File: config.mk
export PLATFORM = sky130hd
export DESIGN_NAME = led_frame_sequencer_flat
export DESIGN_NICKNAME = d
export VERILOG_FILES = /design/src/rtl/led_frame_sequencer_pkg.sv /design/src/rtl/led_frame_sequencer_if.sv /design/src/rtl/led_frame_sequencer_timer.sv /design/src/rtl/led_frame_sequencer.sv /design/src/flat_wrapper.sv
export SDC_FILE = /design/constraint.sdc
export NUM_CORES = 1
export LEC_CHECK = 0
export BUFFER_PORTS_ARGS = -buffer_cell sky130_fd_sc_hd__clkbuf_2
export CAP_MARGIN = 20
export CORE_UTILIZATION = 40
export CTS_CLUSTER_DIAMETER = 40
export DETAILED_ROUTE_END_ITERATION = 8
export SLEW_MARGIN = 20
export SYNTH_ARGS = -nofsm -noshare
export SYNTH_HDL_FRONTEND = slang
export SYNTH_SLANG_ARGS = --single-unit
File: constraint.sdc
create_clock -name clk -period 2.34 [get_ports clk]
set_input_delay 0.117 -clock clk [delete_from_list [all_inputs] [get_ports clk]]
set_output_delay 0.117 -clock clk [all_outputs]
set_load 0.03 [all_outputs]
File: src/rtl/led_frame_sequencer_pkg.sv
// Shared types and constants for the LED frame sequencer (package led_seq_pkg).
// scale_chan is only instantiated when LEDSEQ_DIM_EN is defined.
package led_seq_pkg;

  localparam int PIXEL_W         = 24;
  localparam int WORDS_PER_PIXEL = 2;

  typedef enum logic [2:0] {
    IDLE,
    RD0,
    CAP0,
    RD1,
    CAP1,
    SEND,
    WAIT,
    LATCH
  } seq_state_t;

  // (c * (b + 1)) >> 8 in 16 bits; b = 255 is the identity.
  function automatic logic [7:0] scale_chan(input logic [7:0] c, input logic [7:0] b);
    logic [15:0] p;
    p = {8'd0, c} * ({8'd0, b} + 16'd1);
    return p[15:8];
  endfunction

endpackage

File: src/rtl/led_frame_sequencer_if.sv
// Frame request, SPRAM read port and led_driver handshake of the sequencer.
// LEDSEQ_DIM_EN adds the brightness input.
interface led_frame_sequencer_if #(
  parameter int ADDR_W = 14
);
  import led_seq_pkg::*;

  logic               frame_req;
  logic [ADDR_W-1:0]  frame_base;
  logic               frame_busy;
  logic               frame_done;
  logic               frame_err;
  logic [ADDR_W-1:0]  mem_addr;
  logic               mem_rd_en;
  logic [15:0]        mem_rdata;
  logic               led_start;
  logic [PIXEL_W-1:0] led_rgb;
  logic               led_done;
`ifdef LEDSEQ_DIM_EN
  logic [7:0]         brightness;

  // master: the sequencer; slave: requester, SPRAM and driver side
  modport master (
    input  frame_req, frame_base, mem_rdata, led_done, brightness,
    output frame_busy, frame_done, frame_err, mem_addr, mem_rd_en, led_start, led_rgb
  );
  modport slave (
    output frame_req, frame_base, mem_rdata, led_done, brightness,
    input  frame_busy, frame_done, frame_err, mem_addr, mem_rd_en, led_start, led_rgb
  );
`else
  modport master (
    input  frame_req, frame_base, mem_rdata, led_done,
    output frame_busy, frame_done, frame_err, mem_addr, mem_rd_en, led_start, led_rgb
  );
  modport slave (
    output frame_req, frame_base, mem_rdata, led_done,
    input  frame_busy, frame_done, frame_err, mem_addr, mem_rd_en, led_start, led_rgb
  );
`endif

endinterface

File: src/rtl/led_frame_sequencer_timer.sv
// led_seq_timer: loadable down-counter with zero flag, shared by the
// per-pixel done timeout and the post-frame latch gap.
module led_seq_timer #(
  parameter int W = 12
) (
  input  logic         clk,
  input  logic         reset,
  input  logic         i_load,
  input  logic [W-1:0] i_load_val,
  input  logic         i_dec,
  output logic         o_zero
);

  logic [W-1:0] r_cnt;

  always_ff @(posedge clk) begin
    if (reset) begin
      r_cnt <= '0;
    end else if (i_load) begin
      r_cnt <= i_load_val;
    end else if (i_dec && (r_cnt != '0)) begin
      r_cnt <= r_cnt - W'(1);
    end
  end

  assign o_zero = (r_cnt == '0);

endmodule

File: src/rtl/led_frame_sequencer.sv
// Frame sequencer: fetches NUM_LEDS two-word pixels from SPRAM and feeds them
// to led_driver, then idles for the latch gap. Optional dimming: LEDSEQ_DIM_EN.
//
// state | meaning
// IDLE  | waiting for frame_req
// RD0   | read strobe for word 0 of the pixel
// CAP0  | capture word 0 (R,G)
// RD1   | read strobe for word 1
// CAP1  | capture word 1 low byte (B), form led_rgb
// SEND  | led_start pulse
// WAIT  | waiting for led_done, timeout running
// LATCH | line idle for LATCH_CYCLES, then frame_done
module led_frame_sequencer
  import led_seq_pkg::*;
#(
  parameter int NUM_LEDS     = 64,
  parameter int ADDR_W       = 14,
  parameter int LATCH_CYCLES = 3000,
  parameter int DONE_TIMEOUT = 4096
) (
  input  logic                  clk,
  input  logic                  reset,
  led_frame_sequencer_if.master bus
);

  localparam int TMR_MAX = (LATCH_CYCLES > DONE_TIMEOUT) ? LATCH_CYCLES : DONE_TIMEOUT;
  localparam int TMR_W   = $clog2(TMR_MAX + 1);
  localparam int CNT_W   = (NUM_LEDS > 1) ? $clog2(NUM_LEDS + 1) : 1;
  localparam logic [TMR_W-1:0] TO_LOAD    = TMR_W'(DONE_TIMEOUT - 1);
  localparam logic [TMR_W-1:0] LATCH_LOAD = TMR_W'(LATCH_CYCLES - 1);

  seq_state_t         r_state;
  seq_state_t         w_next;
  logic [CNT_W-1:0]   r_cnt;
  logic [ADDR_W-1:0]  r_mem_addr;
  logic [15:0]        r_hi;
  logic [PIXEL_W-1:0] r_led_rgb;
  logic               r_err;
  logic [PIXEL_W-1:0] w_pix;
  logic               w_last;
  logic               w_tmr_load;
  logic [TMR_W-1:0]   w_tmr_val;
  logic               w_tmr_dec;
  logic               w_tmr_zero;
  logic [7:0]         w_unused_rdata_hi;

  assign w_unused_rdata_hi = bus.mem_rdata[15:8];
  assign w_last            = (r_cnt == CNT_W'(NUM_LEDS - 1));

`ifdef LEDSEQ_DIM_EN
  logic [7:0] r_bright;

  assign w_pix = {scale_chan(r_hi[15:8], r_bright),
                  scale_chan(r_hi[7:0], r_bright),
                  scale_chan(bus.mem_rdata[7:0], r_bright)};
`else
  assign w_pix = {r_hi, bus.mem_rdata[7:0]};
`endif

  led_seq_timer #(.W(TMR_W)) u_timer (
    .clk        (clk),
    .reset      (reset),
    .i_load     (w_tmr_load),
    .i_load_val (w_tmr_val),
    .i_dec      (w_tmr_dec),
    .o_zero     (w_tmr_zero)
  );

  always_ff @(posedge clk) begin
    if (reset) r_state <= IDLE;
    else       r_state <= w_next;
  end

  always_comb begin
    w_next     = r_state;
    w_tmr_load = 1'b0;
    w_tmr_val  = '0;
    w_tmr_dec  = 1'b0;
    case (r_state)
      IDLE:  if (bus.frame_req) w_next = RD0;
      RD0:   w_next = CAP0;
      CAP0:  w_next = RD1;
      RD1:   w_next = CAP1;
      CAP1:  w_next = SEND;
      SEND: begin
        w_next     = WAIT;
        w_tmr_load = 1'b1;
        w_tmr_val  = TO_LOAD;
      end
      WAIT: begin
        // led_done wins over a timeout expiring in the same cycle
        if (bus.led_done) begin
          if (w_last) begin
            w_next     = LATCH;
            w_tmr_load = 1'b1;
            w_tmr_val  = LATCH_LOAD;
          end else begin
            w_next = RD0;
          end
        end else if (w_tmr_zero) begin
          w_next = IDLE;
        end else begin
          w_tmr_dec = 1'b1;
        end
      end
      LATCH: begin
        if (w_tmr_zero) w_next = IDLE;
        else            w_tmr_dec = 1'b1;
      end
      default: w_next = IDLE;
    endcase
  end

  // mem_addr only moves on the edge into RD0/RD1, so it holds through CAPx
  always_ff @(posedge clk) begin
    if (reset) begin
      r_cnt      <= '0;
      r_mem_addr <= '0;
      r_hi       <= '0;
      r_led_rgb  <= '0;
      r_err      <= 1'b0;
`ifdef LEDSEQ_DIM_EN
      r_bright   <= '0;
`endif
    end else begin
      case (r_state)
        IDLE: begin
          if (bus.frame_req) begin
            r_mem_addr <= bus.frame_base;
            r_cnt      <= '0;
            r_err      <= 1'b0;
`ifdef LEDSEQ_DIM_EN
            r_bright   <= bus.brightness;
`endif
          end
        end
        CAP0: begin
          r_hi       <= bus.mem_rdata;
          r_mem_addr <= r_mem_addr + ADDR_W'(1);
        end
        CAP1: r_led_rgb <= w_pix;
        WAIT: begin
          if (bus.led_done) begin
            r_cnt <= r_cnt + CNT_W'(1);
            if (!w_last) r_mem_addr <= r_mem_addr + ADDR_W'(1);
          end else if (w_tmr_zero) begin
            r_err <= 1'b1;
          end
        end
        default: ;
      endcase
    end
  end

  assign bus.mem_addr   = r_mem_addr;
  assign bus.mem_rd_en  = (r_state == RD0) || (r_state == RD1);
  assign bus.led_start  = (r_state == SEND);
  assign bus.led_rgb    = r_led_rgb;
  assign bus.frame_err  = r_err;
  assign bus.frame_done = (r_state == LATCH) && w_tmr_zero;
  assign bus.frame_busy = (r_state != IDLE) && !bus.frame_done;

endmodule

File: src/flat_wrapper.sv
// flat-port wrapper written by rule: the top's interface ports become plain ports
module led_frame_sequencer_flat import led_seq_pkg::*;
#(
  parameter int NUM_LEDS     = 64,
  parameter int ADDR_W       = 14,
  parameter int LATCH_CYCLES = 3000,
  parameter int DONE_TIMEOUT = 4096
)
  (clk, reset, bus_frame_req, bus_frame_base, bus_mem_rdata, bus_led_done, bus_frame_busy, bus_frame_done, bus_frame_err, bus_mem_addr, bus_mem_rd_en, bus_led_start, bus_led_rgb);
  led_frame_sequencer_if #(.ADDR_W(ADDR_W)) bus_i ();
  input  logic clk;
  input  logic reset;
  input wire logic [$bits(bus_i.frame_req)-1:0] bus_frame_req;
  input wire logic [$bits(bus_i.frame_base)-1:0] bus_frame_base;
  input wire logic [$bits(bus_i.mem_rdata)-1:0] bus_mem_rdata;
  input wire logic [$bits(bus_i.led_done)-1:0] bus_led_done;
  output wire logic [$bits(bus_i.frame_busy)-1:0] bus_frame_busy;
  output wire logic [$bits(bus_i.frame_done)-1:0] bus_frame_done;
  output wire logic [$bits(bus_i.frame_err)-1:0] bus_frame_err;
  output wire logic [$bits(bus_i.mem_addr)-1:0] bus_mem_addr;
  output wire logic [$bits(bus_i.mem_rd_en)-1:0] bus_mem_rd_en;
  output wire logic [$bits(bus_i.led_start)-1:0] bus_led_start;
  output wire logic [$bits(bus_i.led_rgb)-1:0] bus_led_rgb;
  assign bus_i.frame_req = bus_frame_req;
  assign bus_i.frame_base = bus_frame_base;
  assign bus_i.mem_rdata = bus_mem_rdata;
  assign bus_i.led_done = bus_led_done;
  assign bus_frame_busy = bus_i.frame_busy;
  assign bus_frame_done = bus_i.frame_done;
  assign bus_frame_err = bus_i.frame_err;
  assign bus_mem_addr = bus_i.mem_addr;
  assign bus_mem_rd_en = bus_i.mem_rd_en;
  assign bus_led_start = bus_i.led_start;
  assign bus_led_rgb = bus_i.led_rgb;
  led_frame_sequencer #(.NUM_LEDS(NUM_LEDS), .ADDR_W(ADDR_W), .LATCH_CYCLES(LATCH_CYCLES), .DONE_TIMEOUT(DONE_TIMEOUT)) u_core (.clk(clk), .reset(reset), .bus(bus_i));
endmodule
==> results.txt <==
The design draws 2.82 mW. The post-synthesis async set-or-reset flop share was 0. The most common cell after layout, fill and taps aside was nand2_1.

Type of element launching the critical path: a flop. After synthesis the netlist holds a flip-flop and latch count of 78. The non-filler instance count after layout was 647; the depth of the worst register-to-register path was 7. Setup repair after global routing left no endpoint under its margin.

The critical path start-end classification was reg2out. Clock tree synthesis found a total of 78 sinks. STA classifies the critical path endpoint as a primary output. The tools report the largest clock skew in the final design as 6.54 ps.

During I/O placement, the number of pins put on the boundary was 77. Fill cells in the final layout number 894. The total of buffers placed on input and output ports is 76, and the number of antenna violations at the first check in global routing is 0. The critical path goes through inv_1, ha_1, nor3b_2, nand4b_2, nor2_2, nor2_1, clkbuf_2. The endpoint identified for the worst register-to-register timing path is u_core.u_timer.r_cnt[1].

Number of max-slew violations in the final report: 0. In this run the most critical hold path is launched from bus_mem_rdata[0]. After detailed routing, the total wire length is 9100 um.

The H-tree was split into 3 levels. Together, buffers and inverters on the worst path number 2. In this run, CTS created clock tree buffers numbering 9. The count of flip-flops with a built-in enable after synthesis is 0. The first-iteration detailed-routing DRC count came out at 155.

The floorplan step defined a die boundary enclosing 0.00929 sq mm. The finished cells cover 0.00446 sq mm. The tools report the count of warnings emitted by yosys as 0. The count of final hold-check violations is 0. Leaving out fill and tap cells, the most frequent cells in the layout are nand2_1, dfxtp_1, clkbuf_2.

The root buffer cell chosen for the clock tree is clkbuf_8. The cell type of the slowest stage on the worst timing path is dfxtp_1. For the number of nets in the layout, the log shows 571.

Critical path's largest stage delay: 340 ps. For the data arrival time of the critical path, the log shows 2060 ps. The via count of the first global-routing pass is 3070, and the sequential share of the synthesized area is 0.438. The largest net degree at the start of global routing is 28, and the final global-route overflow total is 0.

For the post-layout utilization of the core, the log shows 0.514. The run gives 34 as the number of placement rows. The routed layout has 3467 vias. The first-pass GRT wire length was 14600 um; the routed via count divided by cell count was 5.36. Counting I/O delays and the setup requirement, the final critical path takes 2170 ps. IR analysis of the VDD net gives a maximum drop of 0.325 mV.

The tools report the count of placed standard cells including taps as 614. By area the synthesized netlist is led by dfxtp_1, nand2_1, a21oi_1. The static leakage is 1.70 nW. The area share of the largest cell type after synthesis works out to 0.438. The height of the die is 96.4 um, and the remaining routing DRC violations is 0.

Across the run, the number of max-cap violations was 0. The die is 96.4 um wide. The congestion estimate from routability-driven global placement came to 0.842. The first detailed-routing pass ran for 4 iterations. The repair_antennas step left the layout with diodes totalling 0. The cell area after placement is 0.00406 sq mm, and the worst hold path cell count is 3. The power density over cell area is 631 mW/mm^2. The post-route fraction of the period consumed by the critical path was 0.929. Clock-pin slew was measured on the worst setup and hold paths at 80 ps. Synthesis produced a netlist with a net count of 481.

Slew of the pin with the lowest slew margin: 874 ps. In the final timing run, aggregate negative setup slack is 0 ps. The logs give 0.204 for the global-route usage over all layers and 0.417 for the max-slew headroom at the worst pin. Setup violations remaining at the end of the flow were counted as 0. The fraction of final layout cells with drive strength greater than 1 works out to 0.226. Static timing analysis puts the maximum clock frequency at 460 MHz. For this run, the leading register cell type out of synthesis is dfxtp_1.

The worst register-to-register path begins at u_core.u_timer.r_cnt[0]. The minimum setup slack among reg-to-reg paths was 310 ps; the estimated wirelength of the detail-placed design was 6210 um. TritonCTS built the clock tree.

Final antenna-violating net count: 0. The gate count of the mapped netlist was 444. At the later pin of the worst-skew pair, clock insertion delay measures 350 ps. The maximum fanout encountered on the critical timing path works out to 6. The library cell with the largest summed area after synthesis was dfxtp_1. The run finished with clean final reports. In the final routed layout, each cell accounts on average for 14.1 um.

Signed area change from the synthesized netlist to the final layout: 25.2%. The floorplan step defined a core boundary enclosing 0.00868 sq mm. The average instance area after synthesis came out at 8.03 sq um. The worst hold-check path type was in2reg. On the critical path the largest part of the delay comes from simple AND/OR/NAND/NOR gates. The path with the worst hold slack has its endpoint at u_core.bus.led_rgb[0]. For the worst setup path, the data required time is 2220 ps.

Buffers added to address setup during post-CTS repair amount to 0. Counting distinct cell types in the post-synthesis netlist gives 62. For the buffer depth of the longest clock path, the log shows 2.

The initial cell density of the core is 0.411, and the area of the mapped netlist is 0.00356 sq mm.
==> what timing repair did <==
item | in CTS | in global routing
hold endpoints to repair | 20 | 1
hold buffers | 16 | 1
setup endpoints to repair | 0 | 2
resized for setup | 0 | 2
==> power by group <==
group | internal [mW] | total, mW | switching [mW]
logic | 0.105 | 0.266 | 0.161
registers | 1.35 | 1.39 | 0.0336
clock network | 0.635 | 1.17 | 0.530
==> metrics by stage <==
stage	hold slack (ps)	setup WS [ps]
global route	6.32	25.1
global placement	344	318
CTS	3.62	37.3
detailed placement	349	268
floorplan	253	337
finish	18.6	167
==> tightest hold or removal path: stages <==
cell and delay [ps]:
clkbuf_2 100, nand2_1 50, a21oi_1 50
==> state kept, by name (all words and copies together) (netlist names) <==
name	cells
u_core.bus.led_rgb	24
u_core.r_hi	16
u_core.bus.mem_addr	14
u_core.u_timer.r_cnt	13
u_core.r_cnt	7
u_core.r_state	3
u_core.bus.frame_err	1
==> synth_stat cells, drive strengths merged, types with 4 or more instances <==
cell / number
nand2: 108
dfxtp: 78
a21oi: 65
nor2: 28
clkbuf: 17
o21ai: 13
nand3: 12
a31oi: 10
buf: 8
a211oi: 6
inv: 6
nor3: 6
xor2: 6
and3: 4
nand4: 4
nor2b: 4
or3: 4
==> worst max-delay path by stage <==
stage                            start  cells past startpoint                      end  slack [ps]
2_1_floorplan  u_core.u_timer.r_cnt[4]                      5           bus_frame_busy         340
3_3_place_gp   u_core.u_timer.r_cnt[0]                      7  u_core.u_timer.r_cnt[1]         320
3_5_place_dp   u_core.u_timer.r_cnt[0]                      7  u_core.u_timer.r_cnt[1]         270
4_1_cts        u_core.u_timer.r_cnt[0]                      7           bus_frame_busy          40
5_1_grt        u_core.u_timer.r_cnt[0]                      7           bus_frame_busy          30
6_report       u_core.u_timer.r_cnt[0]                      7           bus_frame_busy         170
==> per-layer routing <==
| layer | vias to the layer above | global-route usage | part of all wire | wire [um] |
|---|---|---|---|---|
| li1 | 1755 | - | - | - |
| met1 | 1623 | 0.270 | 0.47 | 4290 |
| met2 | 79 | 0.317 | 0.47 | 4280 |
| met3 | 10 | 0.0642 | 0.048 | 439 |
| met4 | 0 | 0.0662 | 0.011 | 98 |
| met5 | - | 0 | 0 | 0 |
==> cell families after synthesis <==
group / Yosys count / synth area share
AND/OR/NAND/NOR: 199 / 0.274
AO/OA/AOI/OAI: 122 / 0.210
flip-flops: 78 / 0.438
buffers and inverters: 31 / 0.0379
XOR/XNOR: 7 / 0.0172
multiplexers: 4 / 0.0119
adder cells (fa/ha/maj): 3 / 0.0105
==> layout make-up <==
cell class	instances	area, sq um	area share
clock inverter	6	92.6	0.0207
tap	108	135	0.0303
inverter	6	22.5	0.00505
multi-input combinational	335	1880	0.421
timing repair buffer	104	633	0.142
clock buffer	10	138	0.0308
sequential	78	1560	0.350
Note: power is estimated with default switching activity, not from simulation.
